File: src/rtl/mfp_ahb_botio_pkg.sv
// Shared constants for the bot I/O AHB slave: register word indices,
// BotInfo field offsets and the address-match level used by the top level.
package mfp_ahb_botio_pkg;

  localparam logic [2:0] REG_INFO = 3'd0;
  localparam logic [2:0] REG_CTRL = 3'd1;
  localparam logic [2:0] REG_UPD  = 3'd2;
  localparam logic [2:0] REG_ACK  = 3'd3;

  // BotInfo = {LocX, LocY, Sensors, Info}, one byte each
  localparam int INFO_LOCX_LSB = 24;
  localparam int INFO_LOCY_LSB = 16;
  localparam int INFO_SENS_LSB = 8;
  localparam int INFO_INFO_LSB = 0;

  localparam logic [1:0] HTRANS_IDLE  = 2'b00;
  localparam logic       IO_BOT_MATCH = 1'b1;

  function automatic logic bus_valid(input logic hsel, input logic [1:0] htrans);
    return (hsel == IO_BOT_MATCH) && (htrans != HTRANS_IDLE);
  endfunction

endpackage

File: src/rtl/mfp_botio_updsync.sv
// BotUpd rising-edge detect and update-flag keeping; set beats clear.
// Optional registered interrupt when MFP_BOTIO_IRQ_EN is defined.
module mfp_botio_updsync (
  input  logic clk,
  input  logic rst,
  input  logic bot_upd,
  input  logic ack_clr,
  output logic snap_load,
  output logic flag
`ifdef MFP_BOTIO_IRQ_EN
  , output logic irq
`endif
);

  logic upd_q;

  assign snap_load = bot_upd & ~upd_q;

  always_ff @(posedge clk or posedge rst) begin
    if (rst) begin
      upd_q <= 1'b0;
      flag  <= 1'b0;
    end else begin
      upd_q <= bot_upd;
      if (snap_load)
        flag <= 1'b1;
      else if (ack_clr)
        flag <= 1'b0;
    end
  end

`ifdef MFP_BOTIO_IRQ_EN
  always_ff @(posedge clk or posedge rst) begin
    if (rst)
      irq <= 1'b0;
    else
      irq <= flag;
  end
`endif

endmodule

File: src/rtl/mfp_ahb_botio.sv
// AHB-lite slave exposing bot status snapshot, motor control and update flag.
// Define MFP_BOTIO_IRQ_EN to add the BotIrq output.
module mfp_ahb_botio
  import mfp_ahb_botio_pkg::*;
#(
  parameter logic [7:0] CTRL_RST = 8'h00,
  parameter logic [2:0] UPD_ADDR = REG_UPD
) (
  input  logic        HCLK,
  input  logic        HRESET,
  input  logic [2:0]  HADDR,
  input  logic [1:0]  HTRANS,
  input  logic        HWRITE,
  input  logic [31:0] HWDATA,
  input  logic        HSEL,
  output logic [31:0] HRDATA,
  input  logic [31:0] BotInfo,
  input  logic        BotUpd,
  output logic [7:0]  BotCtrl
`ifdef MFP_BOTIO_IRQ_EN
  , output logic      BotIrq
`endif
);

  logic        addr_valid;
  logic        a_valid;
  logic        a_write;
  logic [2:0]  a_addr;
  logic        wr_en;
  logic        ctrl_wr;
  logic        ack_clr;
  logic [7:0]  bot_ctrl;
  logic [7:0]  ctrl_next;
  logic [31:0] snapshot;
  logic [31:0] rd_data;
  logic        snap_load;
  logic        flag;
  logic        unused_hwdata;

  assign unused_hwdata = ^HWDATA[31:8];

  assign addr_valid = bus_valid(HSEL, HTRANS);
  assign wr_en      = a_valid & a_write;
  assign ctrl_wr    = wr_en && (a_addr == REG_CTRL);
  assign ack_clr    = wr_en && (a_addr == REG_ACK) && HWDATA[0];
  // Forward a CTRL write in its data phase so an overlapping read sees it
  assign ctrl_next  = ctrl_wr ? HWDATA[7:0] : bot_ctrl;

  always_comb begin
    rd_data = 32'h0;
    if (HADDR == REG_INFO)
      rd_data = snapshot;
    else if (HADDR == REG_CTRL)
      rd_data = {24'h0, ctrl_next};
    else if (HADDR == UPD_ADDR)
      rd_data = {31'h0, flag};
  end

  always_ff @(posedge HCLK or posedge HRESET) begin
    if (HRESET) begin
      a_valid  <= 1'b0;
      a_write  <= 1'b0;
      a_addr   <= 3'd0;
      bot_ctrl <= CTRL_RST;
      snapshot <= 32'h0;
      HRDATA   <= 32'h0;
    end else begin
      a_valid  <= addr_valid;
      a_write  <= HWRITE;
      a_addr   <= HADDR;
      bot_ctrl <= ctrl_next;
      HRDATA   <= (addr_valid && !HWRITE) ? rd_data : 32'h0;
      if (snap_load)
        snapshot <= {BotInfo[INFO_LOCX_LSB +: 8], BotInfo[INFO_LOCY_LSB +: 8],
                     BotInfo[INFO_SENS_LSB +: 8], BotInfo[INFO_INFO_LSB +: 8]};
    end
  end

  assign BotCtrl = bot_ctrl;

  mfp_botio_updsync u_updsync (
    .clk       (HCLK),
    .rst       (HRESET),
    .bot_upd   (BotUpd),
    .ack_clr   (ack_clr),
    .snap_load (snap_load),
    .flag      (flag)
`ifdef MFP_BOTIO_IRQ_EN
    , .irq     (BotIrq)
`endif
  );

endmodule

File: config.mk
export PLATFORM = sky130hd
export DESIGN_NAME = mfp_ahb_botio
export DESIGN_NICKNAME = d
export VERILOG_FILES = /design/src/rtl/mfp_ahb_botio_pkg.sv /design/src/rtl/mfp_botio_updsync.sv /design/src/rtl/mfp_ahb_botio.sv
export SDC_FILE = /design/constraint.sdc
export NUM_CORES = 1
export LEC_CHECK = 0
export ABC_AREA = 0
export BUFFER_PORTS_ARGS = -buffer_cell sky130_fd_sc_hd__buf_2
export CAP_MARGIN = 20
export CORE_MARGIN = 2
export CORE_UTILIZATION = 48
export CTS_CLUSTER_SIZE = 40
export DETAILED_ROUTE_END_ITERATION = 7
export GPL_TIMING_DRIVEN = 0
export PLACE_DENSITY = 0.81
export SLEW_MARGIN = 40
export SYNTH_ARGS = -nofsm -noshare
export SYNTH_HDL_FRONTEND = slang
export SYNTH_SLANG_ARGS = --single-unit
File: constraint.sdc
create_clock -name HCLK -period 2.91 [get_ports HCLK]
set_input_delay 0.291 -clock HCLK [delete_from_list [all_inputs] [get_ports HCLK]]
set_output_delay 0.291 -clock HCLK [all_outputs]
set_load 0.02 [all_outputs]
# Word-level counts from Yosys, hierarchy flattened
# Index checks and enable logic that the tools add are counted.
# totals
input_bits	74
register_bits	79
out_inout_bits	40
# classes
muxes	7
eq_ne	4
bitwise	3
reduce_logical	9
# ops
op	n
32-bit two-way mux	2
8-bit two-way mux	2
3-bit by 1-bit == test with 1-bit output (second input constant)	2
3-bit by 2-bit == test with 1-bit output (second input constant)	2
1-bit logical AND	5
2-bit nonzero test	2
3-bit logical NOT	1
1-bit two-way mux	3
1-bit bitwise AND	2
1-bit logical NOT	1
1-bit inverter	1

# Longest topological paths before layout
# depth
depth_word	6
mapped_depth	6
ltp_nobuf	4

# Modules after synthesis
# From an unflattened synthesis, not the netlist that was laid out.
# unflattened
cells_unflattened	201
area_unflattened_um2	2876.5
# by_module_without_submodules
mod	area_per_inst_um2	instances	cells_each
mfp_ahb_botio	2797.7	1	195
mfp_botio_updsync	78.8	1	6

# Least setup slack after synthesis
# OpenSTA, ideal clock, no wires.
# synth_timing
kind	input to register
startpoint	input port HWRITE
endpoint	register HRDATA[11]
path_buffers	2
required_time_ps	2844
t_arrival_ps	1301
path_slack_ps	1543
cell_stages	6
setup_time_ps	66
cell_sequence	nand2b_1 -> or4_1 -> buf_6 -> nor2_8 -> buf_6 -> and2_1
# synth_between
elab_chain_len	3
# synth_rtl
element	line_no	text
from (decl)	mfp_ahb_botio.sv:13	input logic HWRITE,
1-bit logical NOT	mfp_ahb_botio.sv:72	HRDATA <= (addr_valid && !HWRITE) ? rd_data : 32'h0;
1-bit logical AND	mfp_ahb_botio.sv:72	
32-bit two-way mux	mfp_ahb_botio.sv:72	
to (signal assigned)	mfp_ahb_botio.sv:72	
to (decl)	mfp_ahb_botio.sv:16	output logic [31:0] HRDATA,
# Every way passes these cells.
# A chain may end at the register's enable or synchronous reset.

# Worst setup path in the final report
# layout_timing
startpoint	register a_addr[2]
endpoint	register HRDATA[6]
# layout_between
elab_chain_len	6
# layout_rtl
element	line_no	text
from (decl)	mfp_ahb_botio.sv:28	logic [2:0] a_addr;
from (signal assigned)	mfp_ahb_botio.sv:63	a_addr <= 3'd0;
from (signal assigned)	mfp_ahb_botio.sv:70	a_addr <= HADDR;
3-bit by 1-bit == test with 1-bit output	mfp_ahb_botio.sv:44	assign ctrl_wr = wr_en && (a_addr == REG_CTRL);
1-bit logical AND	mfp_ahb_botio.sv:44	
8-bit two-way mux	mfp_ahb_botio.sv:47	assign ctrl_next = ctrl_wr ? HWDATA[7:0] : bot_ctrl;
8-bit two-way mux	mfp_ahb_botio.sv:53	else if (HADDR == REG_CTRL)
32-bit two-way mux	mfp_ahb_botio.sv:51	if (HADDR == REG_INFO)
32-bit two-way mux	mfp_ahb_botio.sv:72	
# Every way passes these cells.

==> flow_summary.yaml <==
sta:
  rsz0062_at_grt: "false"
  setup_tns_ns: 0
  slew_headroom_pct: 63.8
  finalMaxSlewViolations: 0
  timing.final.ws_setup_ns: 1.24
  finalSetupViolCount: 0
  skew_ns: 0.00545
  max_freq_mhz: 598
  post-route-period-util_pct: 57.4
  final_hold_viol_count: 0
  worstMarginPinSlew_ns: 0.541
  period_needed_ns: 1.67
synth:
  yosysWarningCount: 0
  avgSynthCellArea_um2: 14.2
  yosysTopAreaCell: "dfrtp_1"
  synth.distinct_cells: 21
  syn_area_mm2: 0.00285
  synth_top_area_share_pct: 69.4
  synth_most_common_cell: "dfrtp_1"
  synthesis.nets: 275
  synth_edf_count: 0
  synth_common_cells: "dfrtp_1 (79), mux2_1 (32), nand2_1 (25), and2_1 (24), nor2_1 (9)"
  async_reset_ff_share_pct: 100
  ys.flop_type: "dfrtp_1"
  synth_seq_cells: 79
  syn_inst: 201
  seq_area_frac_synth_pct: 69.4
  ys_top_cells_by_area: "dfrtp_1 (69%), mux2_1 (13%), and2_1 (5.3%)"
setup_path:
  start_kind: "flip-flop"
  path_cells: "nand4b_1 > nor2_1 > nand2_1 > a311oi_1"
  critPathMaxFanout: 8
  slowest_stage: "nor2_1"
  cp.arrival_ns: 1.90
  slowest_delay_ns: 0.46
  critPathKind: "flip-flop to flip-flop"
  critPathRequiredTime_ns: 3.14
  cp_num_buf_inv: 0
  path_delay_family: "simple AND/OR/NAND/NOR gates"
  critPathCaptureType: "flip-flop"
floorplanning:
  core-area_mm2: 0.00582
  die_x_um: 81.0
  dieArea_mm2: 0.00657
  start_util_pct: 49.0
  die_h_um: 81.0
  pin_count: 114
  fp-row-count: 28
cts:
  insertion_delay_ns: 0.34
  clock_sinks: 79
  htree_levels: 3
  cts-root-buf: "clkbuf_8"
  worst_setup_hold_path_clk_slew_ns: 0.08
  cts_buffers: 9
  clk_path_buf_depth: 2
  cts_resized: 0
  cts_tree: "yes"
route:
  via_per_inst: 4.80
  ant_nets: 0
  drt_iter0_drc: 86
  vias: 1830
  wl_per_cell_um: 13.7
  wirelength_um: 5210
  drc: 0
  dr.pass1.iters: 6
finish:
  drive_above_1_share_pct: 36.9
  diodes: 0
  layoutNonFillerInstCount: 381
  layout.nets: 377
  final_core_util_pct: 63.0
  area_growth_pct: 28.6
place:
  dp_cells: 366
  place_ws_ns: 1.29
  port_buffers: 89
  hpwl_um: 3840
  gp_congestion: 0.725
power:
  power_density_mw_per_mm2: 669
  finalPower_w: 0.00245
  vdd_drop_max_mv: 0.387
  power.leakage_nw: 1.92
global_routing:
  antenna_found_initial: 0
  grt_pass1_wl_um: 8450
  overflow: 0
  grt_max_degree: 57
  grtUsageTotal_pct: 17.7
  grt_pass1_vias: 1818
worst_hold_path:
  hp-class: "primary input to flip-flop"
flow_run:
  cap_violations: 0
outcome:
  status: "completed"
## cell type report
type / instances / area, µm²
inverter: 2 / 12.5
buffer: 10 / 67.6
clock inverter: 4 / 95.1
multi-input combinational: 110 / 797
sequential: 79 / 1980
tap: 75 / 93.8
timing repair buffer: 91 / 483
clock buffer: 10 / 138
fill: 454 / 2150
## where the power goes
part,internal [W],switching [W],total (W)
clock network,0.000582,0.000362,0.000945
registers,0.00120,0.0000438,0.00125
logic,0.000113,0.000150,0.000262
## worst reg2reg max path, stage by stage (launching register included)
cell	delay [ns]
dfrtp_1	0.38
nand4b_1	0.23
nor2_1	0.46
nand2_1	0.17
a311oi_1	0.32
## per-stage QoR
step,hold slack (ns),instance area [µm²]
2_1_floorplan,0.322,2850
3_3_place_gp,0.411,3390
3_5_place_dp,0.258,3420
4_1_cts,0.0476,3660
5_1_grt,0.0468,3660
6_report,0.0692,3660
## repair_timing
| action | 4_1_cts | 5_1_grt |
|---|---|---|
| hold buffers | 1 | 0 |
| buffers inserted | 0 | 0 |
| endpoints found under the hold margin | 23 | 0 |
## per-layer routing
layer | routed length (µm) | track usage, % | vias up
met2 | 2600 | 28.7 | 64
met1 | 2110 | 20.9 | 881
met3 | 372 | 5.78 | 12
met4 | 119 | 9.83 | 0
li1 | - | - | 873
met5 | 0 | 0 | -
## flip-flops by register name, summed over array words and instances (netlist names)
name / count
BotCtrl: 8
HRDATA: 32
a_addr: 3
a_valid: 1
a_write: 1
snapshot: 32
u_updsync.flag: 1
u_updsync.upd_q: 1
## layout by cell type (no fill, tap or decap), types with 2 or more instances in the layout
cell type  instances
nor2_1             9
and2_1            24
clkbuf_8          10
buf_6              3
bufinv_16          3
clkbuf_1           3
nor2b_1            2
o21ai_0            2
nand2b_1           2
a311oi_1           7
dfrtp_1           79
mux2_1            32
buf_2             92
nand2_1           25
## worst paths after layout
path / start / to / slack, ns / cells past startpoint
min reg2reg: snapshot[10]$_DFFE_PP0P_ / HRDATA[10]$_DFF_PP0_ / 0.47 / 1
min in group asynchronous: HRESET / HRDATA[29]$_DFF_PP0_ / 0.46 / 3
max reg2reg: a_addr[2]$_DFF_PP0_ / HRDATA[6]$_DFF_PP0_ / 1.24 / 4
max in group asynchronous: HRESET / snapshot[10]$_DFFE_PP0P_ / 1.92 / 4
min: HWRITE / a_write$_DFF_PP0_ / 0.07 / 1
max: a_addr[2]$_DFF_PP0_ / HRDATA[6]$_DFF_PP0_ / 1.24 / 4
## logic make-up (layout without fill, tap and decap cells)
| group | Yosys count | in the layout | synth area share (%) |
|---|---|---|---|
| muxes | 32 | 32 | 12.6 |
| AOI/OAI and AO/OA | 11 | 11 | 3.03 |
| buffers and inverters | 12 | 117 | 2.63 |
| DFF | 79 | 79 | 69.4 |
| and+or+nand+nor | 67 | 67 | 12.3 |
Note: power is estimated with default switching activity, not from simulation.
